**config.mk**
```make
export PLATFORM = sky130hd
export DESIGN_NAME = fwd_hazard_unit_flat
export DESIGN_NICKNAME = d
export VERILOG_FILES = /design/src/rtl/fwd_hazard_unit_if.sv /design/src/rtl/fwd_hazard_unit.sv /design/src/flat_wrapper.sv
export SDC_FILE = /design/constraint.sdc
export NUM_CORES = 1
export LEC_CHECK = 0
export BUFFER_PORTS_ARGS = -buffer_cell sky130_fd_sc_hd__buf_2
export CORE_AREA = 2 2 60 62
export CTS_CLUSTER_SIZE = 25
export DETAILED_ROUTE_END_ITERATION = 10
export DIE_AREA = 0 0 62 64
export GPL_TIMING_DRIVEN = 0
export PLACE_DENSITY = 0.83
export SLEW_MARGIN = 15
export SYNTH_ARGS = -nofsm -noshare
export SYNTH_HDL_FRONTEND = slang
export SYNTH_SLANG_ARGS = --single-unit
```
**constraint.sdc**
```tcl
create_clock -name clk -period 2.2 [get_ports clk]
set_input_delay 0.11 -clock clk [delete_from_list [all_inputs] [get_ports clk]]
set_output_delay 0.11 -clock clk [all_outputs]
set_load 0.05 [all_outputs]
```
**src/rtl/fwd_hazard_unit_if.sv**
```systemverilog
// Pipeline-side bundle for the forwarding / load-use hazard unit.
// The pipeline (master) drives ID/EX/MEM stage info and consumes the
// hold, bubble and forward-select controls.
interface fwd_hazard_unit_if #(
  parameter int REG_AW  = 5,
  parameter int NUM_SRC = 2
);
  logic                        id_valid;
  logic [NUM_SRC*REG_AW-1:0]   id_src;
  logic [NUM_SRC-1:0]          id_src_used;
  logic [REG_AW-1:0]           idex_rd;
  logic [REG_AW-1:0]           exmem_rd;
  logic                        idex_regwrite;
  logic                        exmem_regwrite;
  logic                        idex_memread;
  logic                        mem_busy;
  logic [NUM_SRC*2-1:0]        fwd_sel;
  logic                        pc_hold;
  logic                        ifid_hold;
  logic                        idex_bubble;
  logic                        lu_busy;
  logic [15:0]                 stall_cycles;

  modport master (
    output id_valid, id_src, id_src_used, idex_rd, exmem_rd,
           idex_regwrite, exmem_regwrite, idex_memread, mem_busy,
    input  fwd_sel, pc_hold, ifid_hold, idex_bubble, lu_busy, stall_cycles
  );

  modport slave (
    input  id_valid, id_src, id_src_used, idex_rd, exmem_rd,
           idex_regwrite, exmem_regwrite, idex_memread, mem_busy,
    output fwd_sel, pc_hold, ifid_hold, idex_bubble, lu_busy, stall_cycles
  );
endinterface

```
**src/rtl/fwd_hazard_unit.sv**
```systemverilog
// Forwarding and load-use hazard unit. Forward selects are resolved in ID
// and registered into EX; a small FSM inserts LOAD_STALL bubbles when an
// instruction in ID consumes a load still in EX. mem_busy freezes all state.
module fwd_hazard_unit #(
  parameter int REG_AW     = 5,
  parameter int NUM_SRC    = 2,
  parameter int LOAD_STALL = 1
) (
  input  logic               clk,
  input  logic               reset,
  fwd_hazard_unit_if.slave   bus
);

  typedef enum logic {ST_IDLE = 1'b0, ST_LU_STALL = 1'b1} state_t;

  state_t                r_state;
  state_t                w_state_next;
  logic [2:0]            r_rem;
  logic [2:0]            w_rem_next;
  logic [NUM_SRC*2-1:0]  r_fwd_sel;
  logic [15:0]           r_stall_cycles;

  logic [NUM_SRC-1:0]    w_ex_match;
  logic [NUM_SRC-1:0]    w_mem_match;
  logic [NUM_SRC*2-1:0]  w_fwd_calc;
  logic                  w_hazard;
  logic                  w_bubble;
  logic                  w_hold;

  // Per-operand producer matching; the EX-stage producer is the most recent
  // one, so it wins over the MEM-stage producer.
  genvar gi;
  generate
    for (gi = 0; gi < NUM_SRC; gi++) begin : g_src
      logic [REG_AW-1:0] w_src;
      logic              w_live;
      assign w_src  = bus.id_src[gi*REG_AW +: REG_AW];
      assign w_live = bus.id_valid && bus.id_src_used[gi] && (w_src != '0);
      assign w_ex_match[gi]  = w_live && bus.idex_regwrite  && (bus.idex_rd  == w_src);
      assign w_mem_match[gi] = w_live && bus.exmem_regwrite && (bus.exmem_rd == w_src);
      assign w_fwd_calc[gi*2 +: 2] = w_ex_match[gi]  ? 2'b10 :
                                     w_mem_match[gi] ? 2'b01 : 2'b00;
    end
  endgenerate

  // A load in EX feeding ID cannot be forwarded in time; a frozen pipeline
  // never raises a hazard.
  assign w_hazard = (|w_ex_match) && bus.idex_memread && !bus.mem_busy;

  // State register: FSM and remaining-bubble counter hold while frozen.
  always_ff @(posedge clk) begin
    if (reset) begin
      r_state <= ST_IDLE;
      r_rem   <= 3'd0;
    end else if (!bus.mem_busy) begin
      r_state <= w_state_next;
      r_rem   <= w_rem_next;
    end
  end

  // Next-state logic: the first bubble is issued from IDLE, the rest from LU_STALL.
  always_comb begin
    w_state_next = r_state;
    w_rem_next   = r_rem;
    case (r_state)
      ST_IDLE: begin
        if (w_hazard && (LOAD_STALL > 1)) begin
          w_state_next = ST_LU_STALL;
          w_rem_next   = 3'(LOAD_STALL - 1);
        end
      end
      ST_LU_STALL: begin
        w_rem_next = r_rem - 3'd1;
        if (r_rem == 3'd1) begin
          w_state_next = ST_IDLE;
        end
      end
      default: begin
        w_state_next = ST_IDLE;
        w_rem_next   = 3'd0;
      end
    endcase
  end

  // Output logic: freeze holds the front end without bubbling; stalls bubble and hold.
  always_comb begin
    w_bubble = 1'b0;
    w_hold   = 1'b0;
    if (bus.mem_busy) begin
      w_hold = 1'b1;
    end else begin
      case (r_state)
        ST_IDLE: begin
          w_bubble = w_hazard;
          w_hold   = w_hazard;
        end
        ST_LU_STALL: begin
          w_bubble = 1'b1;
          w_hold   = 1'b1;
        end
        default: begin
          w_bubble = 1'b0;
          w_hold   = 1'b0;
        end
      endcase
    end
  end

  // Forward selects are registered into EX; a bubble entering EX needs no forward.
  always_ff @(posedge clk) begin
    if (reset) begin
      r_fwd_sel <= '0;
    end else if (!bus.mem_busy) begin
      r_fwd_sel <= w_bubble ? '0 : w_fwd_calc;
    end
  end

  // Saturating count of bubble cycles; bubble is never raised while frozen.
  always_ff @(posedge clk) begin
    if (reset) begin
      r_stall_cycles <= 16'd0;
    end else if (w_bubble && (r_stall_cycles != 16'hFFFF)) begin
      r_stall_cycles <= r_stall_cycles + 16'd1;
    end
  end

  assign bus.fwd_sel      = r_fwd_sel;
  assign bus.pc_hold      = w_hold;
  assign bus.ifid_hold    = w_hold;
  assign bus.idex_bubble  = w_bubble;
  assign bus.lu_busy      = (r_state == ST_LU_STALL);
  assign bus.stall_cycles = r_stall_cycles;

endmodule

```
**src/flat_wrapper.sv**
```systemverilog
// flat-port wrapper written by rule: the top's interface ports become plain ports
module fwd_hazard_unit_flat 
#(
  parameter int REG_AW     = 5,
  parameter int NUM_SRC    = 2,
  parameter int LOAD_STALL = 1
)
  (clk, reset, bus_id_valid, bus_id_src, bus_id_src_used, bus_idex_rd, bus_exmem_rd, bus_idex_regwrite, bus_exmem_regwrite, bus_idex_memread, bus_mem_busy, bus_fwd_sel, bus_pc_hold, bus_ifid_hold, bus_idex_bubble, bus_lu_busy, bus_stall_cycles);
  fwd_hazard_unit_if #(.REG_AW(REG_AW), .NUM_SRC(NUM_SRC)) bus_i ();
  input  logic clk;
  input  logic reset;
  input wire logic [$bits(bus_i.id_valid)-1:0] bus_id_valid;
  input wire logic [$bits(bus_i.id_src)-1:0] bus_id_src;
  input wire logic [$bits(bus_i.id_src_used)-1:0] bus_id_src_used;
  input wire logic [$bits(bus_i.idex_rd)-1:0] bus_idex_rd;
  input wire logic [$bits(bus_i.exmem_rd)-1:0] bus_exmem_rd;
  input wire logic [$bits(bus_i.idex_regwrite)-1:0] bus_idex_regwrite;
  input wire logic [$bits(bus_i.exmem_regwrite)-1:0] bus_exmem_regwrite;
  input wire logic [$bits(bus_i.idex_memread)-1:0] bus_idex_memread;
  input wire logic [$bits(bus_i.mem_busy)-1:0] bus_mem_busy;
  output wire logic [$bits(bus_i.fwd_sel)-1:0] bus_fwd_sel;
  output wire logic [$bits(bus_i.pc_hold)-1:0] bus_pc_hold;
  output wire logic [$bits(bus_i.ifid_hold)-1:0] bus_ifid_hold;
  output wire logic [$bits(bus_i.idex_bubble)-1:0] bus_idex_bubble;
  output wire logic [$bits(bus_i.lu_busy)-1:0] bus_lu_busy;
  output wire logic [$bits(bus_i.stall_cycles)-1:0] bus_stall_cycles;
  assign bus_i.id_valid = bus_id_valid;
  assign bus_i.id_src = bus_id_src;
  assign bus_i.id_src_used = bus_id_src_used;
  assign bus_i.idex_rd = bus_idex_rd;
  assign bus_i.exmem_rd = bus_exmem_rd;
  assign bus_i.idex_regwrite = bus_idex_regwrite;
  assign bus_i.exmem_regwrite = bus_exmem_regwrite;
  assign bus_i.idex_memread = bus_idex_memread;
  assign bus_i.mem_busy = bus_mem_busy;
  assign bus_fwd_sel = bus_i.fwd_sel;
  assign bus_pc_hold = bus_i.pc_hold;
  assign bus_ifid_hold = bus_i.ifid_hold;
  assign bus_idex_bubble = bus_i.idex_bubble;
  assign bus_lu_busy = bus_i.lu_busy;
  assign bus_stall_cycles = bus_i.stall_cycles;
  fwd_hazard_unit #(.REG_AW(REG_AW), .NUM_SRC(NUM_SRC), .LOAD_STALL(LOAD_STALL)) u_core (.clk(clk), .reset(reset), .bus(bus_i));
endmodule
```
Word level (Yosys, flattened, before mapping)
Index checks and enable logic that the tools add are counted.

cells by class
  add/subtract/negate cells = 2
  eq/ne operators = 6
  multiplexer cells = 10
  bitwise gates (word level) = 2
  reductions and logical operators = 20

operators by type and width
  cell                     number
  $eq A5 B5 Y1             4
  $add A16 B1 Y16 const B  1
  $ne A16 B16 Y1 const B   1
  $logic_and A1 B1 Y1      15
  $reduce_bool A5 Y1       2
  $mux W1                  6
  $mux W2                  2
  $mux W4                  1
  $eq A3 B1 Y1 const B     1
  $sub A3 B1 Y3 const B    1
  $not A1 Y1               2
  $pmux W1 S2              1
  $reduce_and A2 Y1        1
  $reduce_or A2 Y1         1
  $logic_not A1 Y1         1

storage, ports and cells
  register bits = 24
  input port bits = 29
  output and inout port bits = 24
  word-level logic and storage cells = 44

Depth between registers and ports, before layout
  word-level depth = 10
  mapped depth = 7
  mapped depth without buffers = 7

Worst setup path after synthesis
No wires, ideal clock.

  path kind = register to register
  start = reg u_core.r_stall_cycles[0], in the netlist u_core.bus.stall_cycles[0]
  end = reg u_core.r_stall_cycles[10], in the netlist u_core.bus.stall_cycles[10]
  setup time = 0.123 ns
  arrival time = 2.181 ns
  data required time = 2.077 ns
  path slack = -0.104 ns
  cell stages (with the launch flop) = 7
  buffers on the path = 0
  clock period less this slack = 2.304 ns
  cells stage by stage = dfxtp_1 -> ha_1 -> nand2_1 -> or3_1 -> or2_2 -> a21oi_2 -> mux2_1

on the way
  longest elaborated chain between the ends = 2
  elaborated cells on any way between the ends = 3
  those cells by class = 1 x add/sub; 1 x eq/ne; 1 x reduce/logical

ends and longest elaborated chain
  element                                                  RTL line                text
  start: declaration                                       fwd_hazard_unit.sv:21   logic [15:0] r_stall_cycles;
  start signal: assignment                                 fwd_hazard_unit.sv:123  r_stall_cycles <= r_stall_cycles + 16'd1;
  branches (longest 2 deep; another with $add A16 B1 Y16)  n/a

Several ways; the timed one is not identified.
A chain may end at the register's enable or synchronous reset.

Worst setup path in the final report
  start = in bus_id_src[1]
  end = out bus_pc_hold

on the way
  longest elaborated chain between the ends = 9
  elaborated cells on any way between the ends = 10
  those cells by class = 1 x eq/ne; 2 x mux; 7 x reduce/logical

ends and longest elaborated chain
  element                             RTL line               text
  start: declaration                  flat_wrapper.sv:13     input wire logic [$bits(bus_i.id_src)-1:0] bus_id_src;
  $reduce_bool A5 Y1                  fwd_hazard_unit.sv:38  assign w_live = bus.id_valid && bus.id_src_used[gi] && (w_src != '0);
  $logic_and A1 B1 Y1                 fwd_hazard_unit.sv:38
  $logic_and A1 B1 Y1                 fwd_hazard_unit.sv:39  assign w_ex_match[gi] = w_live && bus.idex_regwrite && (bus.idex_rd == w_src);
  $logic_and A1 B1 Y1 *               fwd_hazard_unit.sv:39
  $reduce_or A2 Y1 *                  fwd_hazard_unit.sv:48  assign w_hazard = (|w_ex_match) && bus.idex_memread && !bus.mem_busy;
  $logic_and A1 B1 Y1 * (2 in a row)  fwd_hazard_unit.sv:48
  $pmux W1 S2 *                       fwd_hazard_unit.sv:92  case (r_state)
  $mux W1 *                           fwd_hazard_unit.sv:89  if (bus.mem_busy) begin
  end: declaration                    flat_wrapper.sv:22     output wire logic [$bits(bus_i.pc_hold)-1:0] bus_pc_hold;

Every way passes the cells marked *; elsewhere a longest branch is shown, timed or not.

==> summary.txt <==
STA
  – Min Clock Period, post-route: 2082 ps
  – Min Hold Slack: 119.7 ps
  – RSZ-0062 raised after global routing: no
  – Worst slew margin: 60.01%
  – Setup Viol. Count Final: 0
  – Final hold violations: 0
  – Worst Tran Pin Value: between 500 and 600 ps
  – Clk_skew: between 5 and 6 ps
  – Max Slew Vio Count: 0
  – Period Utilization, post-route: 94.63%
  – Max Fclk: roughly 0.48 GHz

Cells and area
  – Share of layout cells above drive strength 1: 29.32%
  – Final core utilization: 60.23%
  – Register Area: 484.2 um2
  – Synthesis-to-layout area growth: 24.88%
  – Antenna diodes: 0
  – Multi-input gate area: 1060 um2
  – Fill cells: 309
  – Nets: 282

Global route
  – Global-route wire length before repair: 5954 um
  – Largest net degree at the start of global routing: 15
  – Number of global-route vias before repair: 1456
  – Grt total ovfl: 0
  – Gr usage total: 19.16%
  – Antenna violations before repair: 0

Worst setup path
  – Critical path class: in2out
  – CP required: 2090 ps
  – Worst EP arrival: between 1500 and 2000 ps
  – Crit end category: primary output
  – Startpoint Class: input port
  – Worst-path fanout max: 7

Drt
  – WL final: 3610 um
  – Initial DRC count: 40
  – DR pass1 iterations: 4
  – Via count: 1630
  – Via density: 5.525
  – DR DRC count: 0
  – Antenna viol nets, final: 0
  – Routed len/inst: 12.24 um

Clock network
  – CTS tree: done
  – Clock Sinks: 24
  – Max Root-Sink Buffers: 2
  – Reg clk slew, reported paths: 130 ps
  – Clk Latency, worst-skew pair: approximately 310 ps
  – CTS Hold Bufs: 0
  – H-tree levels: 1
  – CTS Buf Count: 3
  – Clock tree root buffer cell: clkbuf_4

Power
  – Leak Pwr: just under 0.8 nW
  – Pwr/cell area: approximately 440 nW/um2
  – Worst ir drop on vdd: 0.0002712 V

Yosys
  – Seq/Total Area, Yosys: 30.33%
  – Synthesized area: 1584 um2
  – Syn avg cell area: 8.207 um2
  – Syn Nets: 225
  – Number of distinct library cells after synthesis: 40
  – Register bit total from synthesis: 24
  – Ys Warns: 0
  – Post-Syn Instances: 193

Floorplanning
  – CORE AREA: 3284 um2
  – Die area: 3968 um2
  – Die Span Y: 64 um
  – Boundary Pins: 53
  – Std cell rows: 21
  – Chip width: 62 um
  – Initial Util: roughly half

Outcome
  – Outcome: finished clean

Place
  – Port Buffers: 52
  – GP Congestion: 0.8016
  – DP HPWL: 2994 um

Flow run
  – Max_cap viols: 0

Hold path
  – Hold WC Path Type: in2reg
## what timing repair did
| action | 4_1_cts | 5_1_grt |
|---|---|---|
| setup endpoints to repair | 0 | 3 |
| resized for setup | 0 | 4 |
| setup buffers | 0 | 0 |
## state kept, by name, indices dropped and copies added (netlist names)
name	count
u_core.bus.stall_cycles	16
u_core.bus.fwd_sel	4
u_core.bus.lu_busy	1
u_core.r_rem	3
## worst max-delay path: stages
cell	delay [ps]
buf_2	120
or3_1	360
o311a_1	320
nand4_1	250
nand2_1	120
a211o_4	380
buf_4	140
buf_4	180
## cells in the final DEF, fill, tap and decap left out, drive strengths merged, types with 6 or more instances in the layout
cell,count
nand2,11
inv,8
mux2,6
nor2,19
dfxtp,24
buf,56
a21oi,15
xnor2,13
nor3,6
xor2,11
nand3,14
nor2b,7
clkbuf,6
## per-stage QoR
stage	cell area (um2)	worst slack (ps)	setup TNS [ps]	instances	total power, mW
after CTS	1958	59.51	0	295	0.8791
after detailed placement	1906	-38.11	-68.88	291	0.5606
after global placement	1906	-30.60	-55.79	291	0.5576
after global routing	1978	1.011	0	295	0.9120
final	1978	118.2	0	295	0.8696
after floorplan	1588	17.65	0	193	0.5065
## layer usage
metal | part of all wire [%] | vias up | track usage [%]
li1 | - | 815 | -
met2 | 51 | 53 | 35.68
met3 | 5.2 | 4 | 1.822
met1 | 43 | 758 | 21.76
met4 | 1.1 | 0 | 5.851
met5 | 0 | - | 0
## cell type report
| type | count | area share, % |
|---|---|---|
| Buffer | 7 | 1.581 |
| Inverter | 8 | 1.518 |
| Timing Repair Buffer | 52 | 13.28 |
| Clock buffer | 3 | 1.139 |
| Multi-Input combinational cell | 154 | 53.57 |
| Clock inverter | 1 | 1.518 |
| Sequential cell | 24 | 24.48 |
| Tap cell | 46 | 2.910 |
## synthesized netlist by cell type, drive strengths merged
| master | count | area, um2 |
|---|---|---|
| nand3 | 14 | 70.07 |
| nand2 | 11 | 41.29 |
| mux2 | 6 | 67.56 |
| a21o | 5 | 37.54 |
| nor2b | 7 | 43.79 |
| nor4 | 5 | 31.28 |
| and4 | 1 | 8.760 |
| nand3b | 1 | 7.510 |
| a211oi | 2 | 15.01 |
| dfxtp | 24 | 480.5 |
| a221oi | 1 | 8.760 |
| o211ai | 5 | 47.54 |
| or4 | 5 | 37.54 |
| or3 | 3 | 18.77 |
| o21ai | 3 | 15.01 |
| o32ai | 2 | 32.53 |
| inv | 8 | 30.03 |
| a211o | 2 | 17.52 |
| a31oi | 2 | 18.77 |
| xor2 | 11 | 96.34 |
| nor2 | 19 | 71.32 |
| clkbuf | 3 | 11.26 |
| a311oi | 1 | 8.760 |
| nand4 | 5 | 37.53 |
| nand2b | 3 | 18.77 |
| o311a | 1 | 10.01 |
| ha | 3 | 37.54 |
| a21oi | 15 | 82.58 |
| nor3 | 6 | 30.03 |
| buf | 4 | 20.02 |
| or2 | 1 | 6.260 |
| xnor2 | 13 | 113.9 |
| a21bo | 1 | 10.01 |
## cells by family (layout without fill, tap and decap cells)
kind of cell / after synthesis / in the layout / synth area share [%]
xor gates and xnor gates: 24 / 24 / 13.27
adders and majority gates: 3 / 3 / 2.370
muxes: 6 / 6 / 4.265
and+or+nand+nor: 81 / 81 / 26.70
AOI/OAI and AO/OA: 40 / 40 / 19.19
buffers and inverters: 15 / 71 / 3.871
DFF: 24 / 24 / 30.33
## power breakdown
part	internal (mW)	switching (mW)	leakage, nW
clock network	0.184	0.133	0.0279
logic	0.0516	0.0661	0.562
registers	0.435	0.000156	0.195
total	0.671	0.199	0.784
## final timing paths
path / start / endpoint / slack, ps / cells after the start
worst max-delay path: bus_id_src[1] / bus_pc_hold / 120 / 8
worst min register to register: u_core.bus.fwd_sel[3] / u_core.bus.fwd_sel[3] / 510 / 2
worst min-delay path: bus_exmem_regwrite / u_core.bus.fwd_sel[2] / 120 / 3
worst max register to register: u_core.bus.stall_cycles[0] / u_core.bus.stall_cycles[7] / 170 / 7
Note: power is estimated with default switching activity, not from simulation.
